$ cat src/rtl/regbank_pkg.sv
// Shared definitions for the processor register bank: default widths and the
// architectural register names used by both the decoder and the bank.
package regbank_pkg;

  localparam int DEF_DATA_W = 8;
  localparam int DEF_ADDR_W = 2;

  typedef enum logic [DEF_ADDR_W-1:0] {
    S0 = 2'd0,
    S1 = 2'd1,
    T0 = 2'd2,
    T1 = 2'd3
  } regName_t;

endpackage : regbank_pkg

$ cat src/rtl/reg_file_sb_if.sv
// Decode/write-back side bundle of the scoreboarded register bank.
// The master is the pipeline; the slave is the register bank.
interface reg_file_sb_if
  import regbank_pkg::*;
#(
  parameter int DATA_W = DEF_DATA_W,
  parameter int ADDR_W = DEF_ADDR_W
);

  logic [ADDR_W-1:0]      rd_addr_a;
  logic [ADDR_W-1:0]      rd_addr_b;
  logic [DATA_W-1:0]      rd_data_a;
  logic [DATA_W-1:0]      rd_data_b;
  logic                   busy_a;
  logic                   busy_b;
  logic                   wr_en;
  logic [ADDR_W-1:0]      wr_addr;
  logic [DATA_W-1:0]      wr_data;
  logic                   lock_en;
  logic [ADDR_W-1:0]      lock_addr;
  logic                   lock_grant;
  logic [(2**ADDR_W)-1:0] busy_vec;
  logic [ADDR_W:0]        busy_cnt;

  modport master (
    output rd_addr_a, rd_addr_b, wr_en, wr_addr, wr_data, lock_en, lock_addr,
    input  rd_data_a, rd_data_b, busy_a, busy_b, lock_grant, busy_vec, busy_cnt
  );

  modport slave (
    input  rd_addr_a, rd_addr_b, wr_en, wr_addr, wr_data, lock_en, lock_addr,
    output rd_data_a, rd_data_b, busy_a, busy_b, lock_grant, busy_vec, busy_cnt
  );

endinterface : reg_file_sb_if

$ cat src/rtl/reg_scoreboard.sv
// Per-register busy scoreboard: grants reservations for multi-cycle producers
// and releases them on write-back, tracking the number of reserved registers.
module reg_scoreboard
  import regbank_pkg::*;
#(
  parameter int ADDR_W   = DEF_ADDR_W,
  parameter int ZERO_REG = 0
) (
  input  logic                   clk,
  input  logic                   rst_n,
  input  logic                   lock_en,
  input  logic [ADDR_W-1:0]      lock_addr,
  input  logic                   wr_en,
  input  logic [ADDR_W-1:0]      wr_addr,
  output logic                   lock_grant,
  output logic [(2**ADDR_W)-1:0] busy_vec,
  output logic [ADDR_W:0]        busy_cnt
);

  localparam int NREGS = 2**ADDR_W;
  localparam logic [ADDR_W:0] CNT_ONE = 1;

  logic             lockZero;
  logic             wrOk;
  logic             setBit;
  logic             incCnt;
  logic             decCnt;
  logic [NREGS-1:0] busyNext;
  logic [ADDR_W:0]  cntNext;

  always_comb begin
    // NOTE: every signal written here gets a value before any condition, so no path can infer a latch.
    lockZero   = (ZERO_REG != 0) && (lock_addr == '0);
    wrOk       = wr_en && !((ZERO_REG != 0) && (wr_addr == '0));
    // A write-back in the same cycle frees the register for a new owner.
    lock_grant = lock_en && (!busy_vec[lock_addr] || (wr_en && (wr_addr == lock_addr)));
    setBit     = lock_grant && !lockZero;
    incCnt     = setBit && !busy_vec[lock_addr];
    decCnt     = wrOk && busy_vec[wr_addr] && !(setBit && (lock_addr == wr_addr));

    busyNext = busy_vec;
    if (wrOk)   busyNext[wr_addr]   = 1'b0;
    if (setBit) busyNext[lock_addr] = 1'b1;

    cntNext = busy_cnt;
    if (incCnt && !decCnt)      cntNext = busy_cnt + CNT_ONE;
    else if (decCnt && !incCnt) cntNext = busy_cnt - CNT_ONE;
  end

  always_ff @(posedge clk or negedge rst_n) begin
    // NOTE: sequential state uses non-blocking assignments so every flop samples pre-edge values.
    if (!rst_n) begin
      busy_vec <= '0;
      busy_cnt <= '0;
    end else begin
      busy_vec <= busyNext;
      busy_cnt <= cntNext;
    end
  end

endmodule : reg_scoreboard

$ cat src/rtl/reg_file_sb.sv
// Register bank with two combinational read ports, one clocked write port,
// optional write-to-read bypass and a busy scoreboard for hazard stalls.
module reg_file_sb
  import regbank_pkg::*;
#(
  parameter int DATA_W   = DEF_DATA_W,
  parameter int ADDR_W   = DEF_ADDR_W,
  parameter int BYPASS   = 1,
  parameter int ZERO_REG = 0
) (
  input  logic         clk,
  input  logic         rst_n,
  reg_file_sb_if.slave bus
);

  localparam int NREGS = 2**ADDR_W;

  logic [DATA_W-1:0] regs [NREGS];
  logic              wrOk;
  logic              bypassOk;

  assign wrOk     = bus.wr_en && !((ZERO_REG != 0) && (bus.wr_addr == '0));
  // Forwarding is suppressed under reset so outputs read zero while rst_n is low.
  assign bypassOk = (BYPASS != 0) && wrOk && rst_n;

  always_ff @(posedge clk or negedge rst_n) begin
    if (!rst_n) begin
      // NOTE: the array is reset because software relies on every register reading zero after reset.
      for (int i = 0; i < NREGS; i++) regs[i] <= '0;
    end else if (wrOk) begin
      regs[bus.wr_addr] <= bus.wr_data;
    end
  end

  always_comb begin
    bus.rd_data_a = regs[bus.rd_addr_a];
    bus.rd_data_b = regs[bus.rd_addr_b];
    bus.busy_a    = bus.busy_vec[bus.rd_addr_a];
    bus.busy_b    = bus.busy_vec[bus.rd_addr_b];

    if (bypassOk && (bus.wr_addr == bus.rd_addr_a)) begin
      bus.rd_data_a = bus.wr_data;
      bus.busy_a    = 1'b0;
    end
    if (bypassOk && (bus.wr_addr == bus.rd_addr_b)) begin
      bus.rd_data_b = bus.wr_data;
      bus.busy_b    = 1'b0;
    end

    if ((ZERO_REG != 0) && (bus.rd_addr_a == '0)) begin
      bus.rd_data_a = '0;
      bus.busy_a    = 1'b0;
    end
    if ((ZERO_REG != 0) && (bus.rd_addr_b == '0)) begin
      bus.rd_data_b = '0;
      bus.busy_b    = 1'b0;
    end
  end

  reg_scoreboard #(
    .ADDR_W   (ADDR_W),
    .ZERO_REG (ZERO_REG)
  ) u_scoreboard (
    .clk        (clk),
    .rst_n      (rst_n),
    .lock_en    (bus.lock_en),
    .lock_addr  (bus.lock_addr),
    .wr_en      (bus.wr_en),
    .wr_addr    (bus.wr_addr),
    .lock_grant (bus.lock_grant),
    .busy_vec   (bus.busy_vec),
    .busy_cnt   (bus.busy_cnt)
  );

endmodule : reg_file_sb
$ cat src/flat_wrapper.sv
// flat-port wrapper written by rule: the top's interface ports become plain ports
module reg_file_sb_flat import regbank_pkg::*;
#(
  parameter int DATA_W   = DEF_DATA_W,
  parameter int ADDR_W   = DEF_ADDR_W,
  parameter int BYPASS   = 1,
  parameter int ZERO_REG = 0
)
  (clk, rst_n, bus_rd_addr_a, bus_rd_addr_b, bus_wr_en, bus_wr_addr, bus_wr_data, bus_lock_en, bus_lock_addr, bus_rd_data_a, bus_rd_data_b, bus_busy_a, bus_busy_b, bus_lock_grant, bus_busy_vec, bus_busy_cnt);
  reg_file_sb_if #(.DATA_W(DATA_W), .ADDR_W(ADDR_W)) bus_i ();
  input  logic clk;
  input  logic rst_n;
  input wire logic [$bits(bus_i.rd_addr_a)-1:0] bus_rd_addr_a;
  input wire logic [$bits(bus_i.rd_addr_b)-1:0] bus_rd_addr_b;
  input wire logic [$bits(bus_i.wr_en)-1:0] bus_wr_en;
  input wire logic [$bits(bus_i.wr_addr)-1:0] bus_wr_addr;
  input wire logic [$bits(bus_i.wr_data)-1:0] bus_wr_data;
  input wire logic [$bits(bus_i.lock_en)-1:0] bus_lock_en;
  input wire logic [$bits(bus_i.lock_addr)-1:0] bus_lock_addr;
  output wire logic [$bits(bus_i.rd_data_a)-1:0] bus_rd_data_a;
  output wire logic [$bits(bus_i.rd_data_b)-1:0] bus_rd_data_b;
  output wire logic [$bits(bus_i.busy_a)-1:0] bus_busy_a;
  output wire logic [$bits(bus_i.busy_b)-1:0] bus_busy_b;
  output wire logic [$bits(bus_i.lock_grant)-1:0] bus_lock_grant;
  output wire logic [$bits(bus_i.busy_vec)-1:0] bus_busy_vec;
  output wire logic [$bits(bus_i.busy_cnt)-1:0] bus_busy_cnt;
  assign bus_i.rd_addr_a = bus_rd_addr_a;
  assign bus_i.rd_addr_b = bus_rd_addr_b;
  assign bus_i.wr_en = bus_wr_en;
  assign bus_i.wr_addr = bus_wr_addr;
  assign bus_i.wr_data = bus_wr_data;
  assign bus_i.lock_en = bus_lock_en;
  assign bus_i.lock_addr = bus_lock_addr;
  assign bus_rd_data_a = bus_i.rd_data_a;
  assign bus_rd_data_b = bus_i.rd_data_b;
  assign bus_busy_a = bus_i.busy_a;
  assign bus_busy_b = bus_i.busy_b;
  assign bus_lock_grant = bus_i.lock_grant;
  assign bus_busy_vec = bus_i.busy_vec;
  assign bus_busy_cnt = bus_i.busy_cnt;
  reg_file_sb #(.DATA_W(DATA_W), .ADDR_W(ADDR_W), .BYPASS(BYPASS), .ZERO_REG(ZERO_REG)) u_core (.clk(clk), .rst_n(rst_n), .bus(bus_i));
endmodule
$ cat config.mk
export PLATFORM = sky130hd
export DESIGN_NAME = reg_file_sb_flat
export DESIGN_NICKNAME = d
export VERILOG_FILES = /design/src/rtl/regbank_pkg.sv /design/src/rtl/reg_file_sb_if.sv /design/src/rtl/reg_scoreboard.sv /design/src/rtl/reg_file_sb.sv /design/src/flat_wrapper.sv
export SDC_FILE = /design/constraint.sdc
export NUM_CORES = 1
export LEC_CHECK = 0
export ABC_AREA = 1
export BUFFER_PORTS_ARGS = -buffer_cell sky130_fd_sc_hd__buf_2
export CORE_ASPECT_RATIO = 0.9
export CORE_MARGIN = 8
export CORE_UTILIZATION = 40
export DETAILED_ROUTE_END_ITERATION = 8
export SYNTH_ARGS = -nofsm -noshare
export SYNTH_HDL_FRONTEND = slang
export SYNTH_SLANG_ARGS = --single-unit
$ cat constraint.sdc
create_clock -name clk -period 2.3 [get_ports clk]
set_input_delay 0.69 -clock clk [delete_from_list [all_inputs] [get_ports clk]]
set_output_delay 0.69 -clock clk [all_outputs]
set_load 0.005 [all_outputs]
# Yosys cells after proc, flatten, opt, wreduce, memory -nomap -nowiden
# Index checks and enable logic that the tools add are counted.
# classes
n_addsub	2
magnitude_cmp	10
eq_ne	4
muxes	29
bitwise	6
reduce_logical	20
# ops
op	n
2-to-1 mux 8 bit	7
binary-select mux 8 bit (select 2 bit)	2
bitwise mux 32 bit	1
demux 8 bit (select 2 bit)	1
logical AND 1 bit	14
< comparator 2 x 3 -> 1 bit, second input constant	4
greater-or-equal comparator 3 bit, second input constant	3
inverter 2 -> 3 bit	3
binary-select mux 1 bit (select 2 bit)	4
equality test 2 bit	4
2-to-1 mux 1 bit	8
2-to-1 mux 4 bit	2
2-to-1 mux 3 bit	2
AND 4 bit	1
demux 1 bit (select 2 bit)	2
greater-or-equal comparator 2 x 1 -> 1 bit, second input constant	2
zero test 1 bit	4
inverter 4 bit	1
OR 4 bit	1
adder 3 x 1 -> 3 bit, second input constant	1
< comparator 3 x 1 -> 1 bit, second input constant	1
subtractor 3 x 1 -> 3 bit, second input constant	1
nonzero test 2 bit	1
logical OR 1 bit	1
# totals
regBits	39
in_bits	20
out_inout_bits	26
elab_cells	77

# Longest topological paths before layout
# logic_depth
word_depth	11
ltp_mapped	14
ltp_nobuf	14

# By module
# From an unflattened synthesis, not the netlist that was laid out.
# hier_totals
cells_unflattened	421
hier_area_um2	2771.4
# modules_own_cells
module	instances	cells_per_inst	area_per_inst_um2	seq_area_each_um2
reg_file_sb	1	356	2283.4	800.8
reg_scoreboard	1	65	488.0	175.2

# Worst setup path before layout
# OpenSTA, ideal clock, no wires.
# synth_path
path_type	input -> register
startpoint	input port bus_wr_addr[1]
endpoint	register u_core.u_scoreboard.busy_cnt[2]
setup_time_ns	0.124
t_arrival_ns	2.257
required_time_ns	2.176
setup_slack_ns	-0.081
path_stages	14
path_buffers	1
cell_sequence	buf_6 > inv_1 > nand2_1 > nand2_1 > nand3_1 > nand2_1 > nand3_1 > nand2_1 > ha_1 > inv_1 > fa_1 > a21oi_1 > o21ai_0 > xnor2_1
# synth_between
elab_chain_len	10
elab_cells_between_ends	18
classes_between	2 x eq/ne; 3 x mux; 13 x reduce/logical
# synth_lines
item	line	source
start, declared	flat_wrapper.sv:16	input wire logic [$bits(bus_i.wr_addr)-1:0] bus_wr_addr;
equality test 2 bit	reg_scoreboard.sv:36, reg_scoreboard.sv:39	
logical AND 1 bit	reg_scoreboard.sv:36	lock_grant = lock_en && (!busy_vec[lock_addr] || (wr_en && (wr_addr == lock_addr)));
logical OR 1 bit	reg_scoreboard.sv:36	
logical AND 1 bit	reg_scoreboard.sv:36	
logical AND 1 bit	reg_scoreboard.sv:39	decCnt = wrOk && busy_vec[wr_addr] && !(setBit && (lock_addr == wr_addr));
zero test 1 bit	reg_scoreboard.sv:39	
logical AND 1 bit	reg_scoreboard.sv:39	
zero test 1 bit	reg_scoreboard.sv:46	if (incCnt && !decCnt) cntNext = busy_cnt + CNT_ONE;
logical AND 1 bit	reg_scoreboard.sv:46	
2-to-1 mux 3 bit or nonzero test 2 bit (tied branches)	--	
end signal, assigned	reg_scoreboard.sv:57	busy_cnt <= cntNext;
end, declared	reg_scoreboard.sv:17	output logic [ADDR_W:0] busy_cnt
# Parallel ways exist; a longest one is shown, timed or not. The select of a mux whose other input is x is not followed.
# A chain may end at the register's enable or synchronous reset.

# Worst setup path after layout
# layout_path
startpoint	input port bus_rd_addr_a[1]
endpoint	output port bus_rd_data_a[1]
# layout_between
elab_chain_len	5
elab_cells_between_ends	7
classes_between	1 x eq/ne; 4 x mux; 1 x bitwise; 1 x reduce/logical
# layout_lines
item	line	source
start, declared	flat_wrapper.sv:13	input wire logic [$bits(bus_i.rd_addr_a)-1:0] bus_rd_addr_a;
inverter 2 -> 3 bit (implied by the code)	reg_file_sb.sv:36	bus.rd_data_a = regs[bus.rd_addr_a];
binary-select mux 8 bit (select 2 bit)	reg_file_sb.sv:36	
2-to-1 mux 8 bit (implied by the code) (2 in series)	reg_file_sb.sv:36	
2-to-1 mux 8 bit *	reg_file_sb.sv:41	if (bypassOk && (bus.wr_addr == bus.rd_addr_a)) begin
end, declared	flat_wrapper.sv:20	output wire logic [$bits(bus_i.rd_data_a)-1:0] bus_rd_data_a;
# Every way passes the cells marked *; elsewhere a longest branch is shown, timed or not. The select of a mux whose other input is x is not followed.

==> results.rst <==
.. list-table::
   :header-rows: 1

   * - Metric
     - Value
   * - TritonCTS clock tree
     - built
   * - Avg WL per Cell
     - 14.8 µm
   * - Synth warn
     - 0
   * - Net Count, Synth
     - 372
   * - Startpoint of the most critical register-to-register path
     - u_core.u_scoreboard.busy_vec[2]
   * - Power per cell area
     - 643 nW/µm²
   * - Initial core utilization
     - 41.4%
   * - Overall power after layout
     - 2.12 mW
   * - Number of buffers inserted during clock tree synthesis
     - 5
   * - Violated checks
     - setup timing
   * - Latest clock arrival within the worst-skew pair
     - 0.29 ns
   * - Weighted congestion reported at the end of routability-driven placement
     - 0.867
   * - Diode count
     - 0
   * - Die outline height
     - 91.5 µm
   * - Post-Synthesis Cell Area
     - 2530 µm²
   * - Count of vias placed by the detailed router
     - 2540
   * - Std-Cell Core Area
     - 6110 µm²
   * - Critical path arrival
     - 1.66 ns
   * - IR Drop Worst-Case VDD
     - 0.000435 V
   * - Via/cell ratio
     - 5.09
   * - Synthesis-to-finish area growth
     - 30.4%
   * - Port buffer count
     - 45
   * - Portion of total power attributed to combinational logic
     - 34.2%
   * - Worst setup path class
     - input port to output pin
   * - Slew of the pin with the lowest slew margin
     - 0.591 ns
   * - Worst hold path type
     - input port to asynchronous set/reset pin
   * - Upper clock frequency limit
     - 0.425 GHz
   * - Gr ovfl total
     - 0
   * - Seq pwr share
     - 43.9%
   * - Tightest slew margin relative to the limit
     - 60.5%
   * - Final number of setup-violating endpoints
     - 4
   * - Crit path time final
     - 2.35 ns
   * - Sequential share of the synthesized area
     - 38.6%
   * - Number of synthesized flops with an enable pin
     - 0
   * - Outcome
     - finished, violations left
   * - Full die area
     - 9130 µm²
   * - Peak fanout along the critical path
     - 4
   * - Leading cell type by number of instances after synthesis
     - nand2_1
   * - Final clock period utilization by the worst path
     - 102%
   * - Synth top area share
     - 38.6%
   * - Residual antenna-violating net count after detailed routing
     - 0
   * - Maximum clock path buffer count
     - 2
   * - CTS Hold Buffers Added
     - 0
   * - Wire length of the first global-routing pass
     - 12.2 mm
   * - Root cell of the clock tree
     - clkbuf_8
   * - Maximum number of pins on one net before global-route repair
     - 40
   * - Switching power total
     - 725 µW
   * - Number of distinct library cells after synthesis
     - 26
   * - Leading cell types by total area after synthesis
     - dfrtp_1, nand2_1, o21ai_0, o211ai_1, inv_1
   * - Largest stage delay, worst path
     - 0.17 ns
   * - Level count of the clock H-tree
     - 2
   * - Static leakage
     - 1.69 nW
   * - Setup repair after global routing missed its margin
     - yes
   * - DRC violation total after the first TritonRoute iteration
     - 192
   * - Share of final-layout standard cells stronger than drive strength 1
     - 29.1%
   * - Final max-slew violation count
     - 0
   * - Via count of the first global-routing pass
     - 2404
   * - Required time of the worst setup path
     - 1.61 ns
   * - Top cell type by total area after synthesis
     - dfrtp_1
   * - Endpoints failing hold
     - 0
   * - Internal reg-to-reg setup slack
     - 0.32 ns
   * - Final HPWL from detailed placement
     - 4.80 mm
   * - Worst-path clk slew
     - 0.08 ns
   * - CTS sink count
     - 39
   * - Remaining DRCs
     - 0
   * - Router iterations before antenna repair
     - 5
   * - Commonest cells post-synth
     - nand2_1, o21ai_0, dfrtp_1
   * - Reg2Reg Capture Point
     - u_core.u_scoreboard.busy_cnt[2]
   * - Final nets
     - 434
   * - Most used DFF post-synth
     - dfrtp_1
   * - Worst path slowest cell
     - nand4_4
   * - Series of cell instances along the critical path
     - buf_8 -> inv_4 -> a21oi_4 -> nand4_4 -> buf_12 -> buf_16 -> nand2_2 -> o21ai_2 -> buf_2
   * - Flop and latch count out of synthesis
     - 39
   * - Async S/R FF share, synth
     - 100%
   * - Count of boundary I/O pins
     - 46
   * - Setup WS post-layout
     - -0.0509 ns
   * - Placement row count
     - 27
   * - Switching share of power
     - 34.2%
   * - Final core area utilization
     - 54.0%
   * - Total global routing track utilization
     - 16.5%
   * - Routed wire length
     - 7.37 mm
   * - Worst clock skew
     - 0.00927 ns
   * - Count of placed standard cells in the final layout, fillers left out
     - 499
   * - Number of antenna violations at the first check in global routing
     - 0
   * - Type of destination of the critical path
     - output pin
   * - Setup crit end
     - bus_rd_data_a[1]
   * - Die X-Extent
     - 99.9 µm
   * - R2R cell count
     - 13
   * - Worst slack at placement
     - -0.123 ns
   * - Clock network fraction of total power
     - 21.9%
   * - Post-synthesis instance total
     - 350
   * - Crit path launch
     - bus_rd_addr_a[1]
   * - Critical Path Start Type
     - input port
   * - Avg Cell Area, Syn
     - 7.23 µm²
   * - Number of instances in the placed design
     - 487
   * - Int Power
     - 1.40 mW
   * - Max-cap viol count
     - 0
[per-layer routing]
layer	vias up	wire length [µm]	GRT usage, %
met2	57	3370	25.7
met3	10	325	3.20
li1	1277	-	-
met5	-	0	0
met4	0	102	4.66
met1	1196	3580	22.6
[critical path, delay by kind of cell]
| kind | cells | cell delay [ns] |
|---|---|---|
| buffers and inverters | 5 | 0.55 |
| and+or+nand+nor | 2 | 0.22 |
| AOI/OAI and AO/OA | 2 | 0.19 |
[registers in the layout (all words and copies together) (netlist names)]
signal / cells
u_core.regs: 32
u_core.u_scoreboard.busy_vec: 4
u_core.u_scoreboard.busy_cnt: 3
[layout by cell type, fill, tap and decap left out, types with 2 or more instances in the layout]
master,Yosys,layout
xnor2_1,3,2
nand2_4,0,5
buf_12,0,6
inv_2,2,4
nand2_1,125,113
nor2_1,7,7
a21oi_2,2,2
dfrtp_1,39,39
o211ai_1,24,24
o21ai_1,3,7
buf_6,4,7
o21ai_0,46,42
nand3_1,10,10
clkbuf_8,0,6
a21oi_1,13,12
buf_2,11,38
buf_4,1,19
nand2_2,1,8
buf_8,0,2
inv_1,35,32
o21ai_2,14,14
[power by group through the flow]
stage	registers, mW	logic, mW	clock network, mW
floorplan	0.921	0.422	0
global placement	0.939	0.658	0
detailed placement	0.940	0.673	0
CTS	0.928	0.707	0.476
global route	0.951	0.830	0.504
finish	0.930	0.725	0.465
[how the worst min path moves through the flow]
stage / depth (start not counted) / slack [ns] / end
finish: 2 / 0.47 / u_core.regs[29]
floorplan: 0 / 0.39 / u_core.regs[0]
global placement: 1 / 0.46 / u_core.u_scoreboard.busy_cnt[2]
detailed placement: 1 / 0.47 / u_core.u_scoreboard.busy_cnt[2]
CTS: 2 / 0.48 / u_core.u_scoreboard.busy_vec[2]
global route: 2 / 0.50 / u_core.regs[25]
[per-stage QoR]
stage	TNS [ns]	hold slack, ns	cell area, µm²
CTS	-0.171	0.477	3240
floorplan	-0.0235	0.394	2540
global placement	-0.168	0.462	2990
detailed placement	-0.508	0.466	2990
finish	-0.190	0.467	3300
global route	-0.512	0.499	3300
[area by class of cell]
cell class	instances	area [µm²]
Tap cell	87	109
Fill cell	600	2820
Clock buffer	6	82.6
Inverter	37	141
Clock inverter	1	5.00
Sequential cell	39	976
Timing Repair Buffer	74	614
Multi-Input combinational cell	255	1370
[what timing repair did]
action | 4_1_cts | 5_1_grt
gates resized for setup | 23 | 25
setup buffers | 3 | 1
pin swaps | 2 | 6
gates cloned | 2 | 1
setup endpoints to repair | 10 | 18
[logic make-up (layout without fill, tap and decap cells)]
family	after synthesis	in the layout	synth area share, %
DFF	39	39	38.6
buffers and inverters	56	118	10.2
and+or+nand+nor	146	146	23.3
AOI/OAI and AO/OA	103	103	25.2
xor gates and xnor gates	3	3	1.04
adders and majority gates	2	2	1.29
muxes	1	1	0.445
Power figures use the tool's default switching activity.
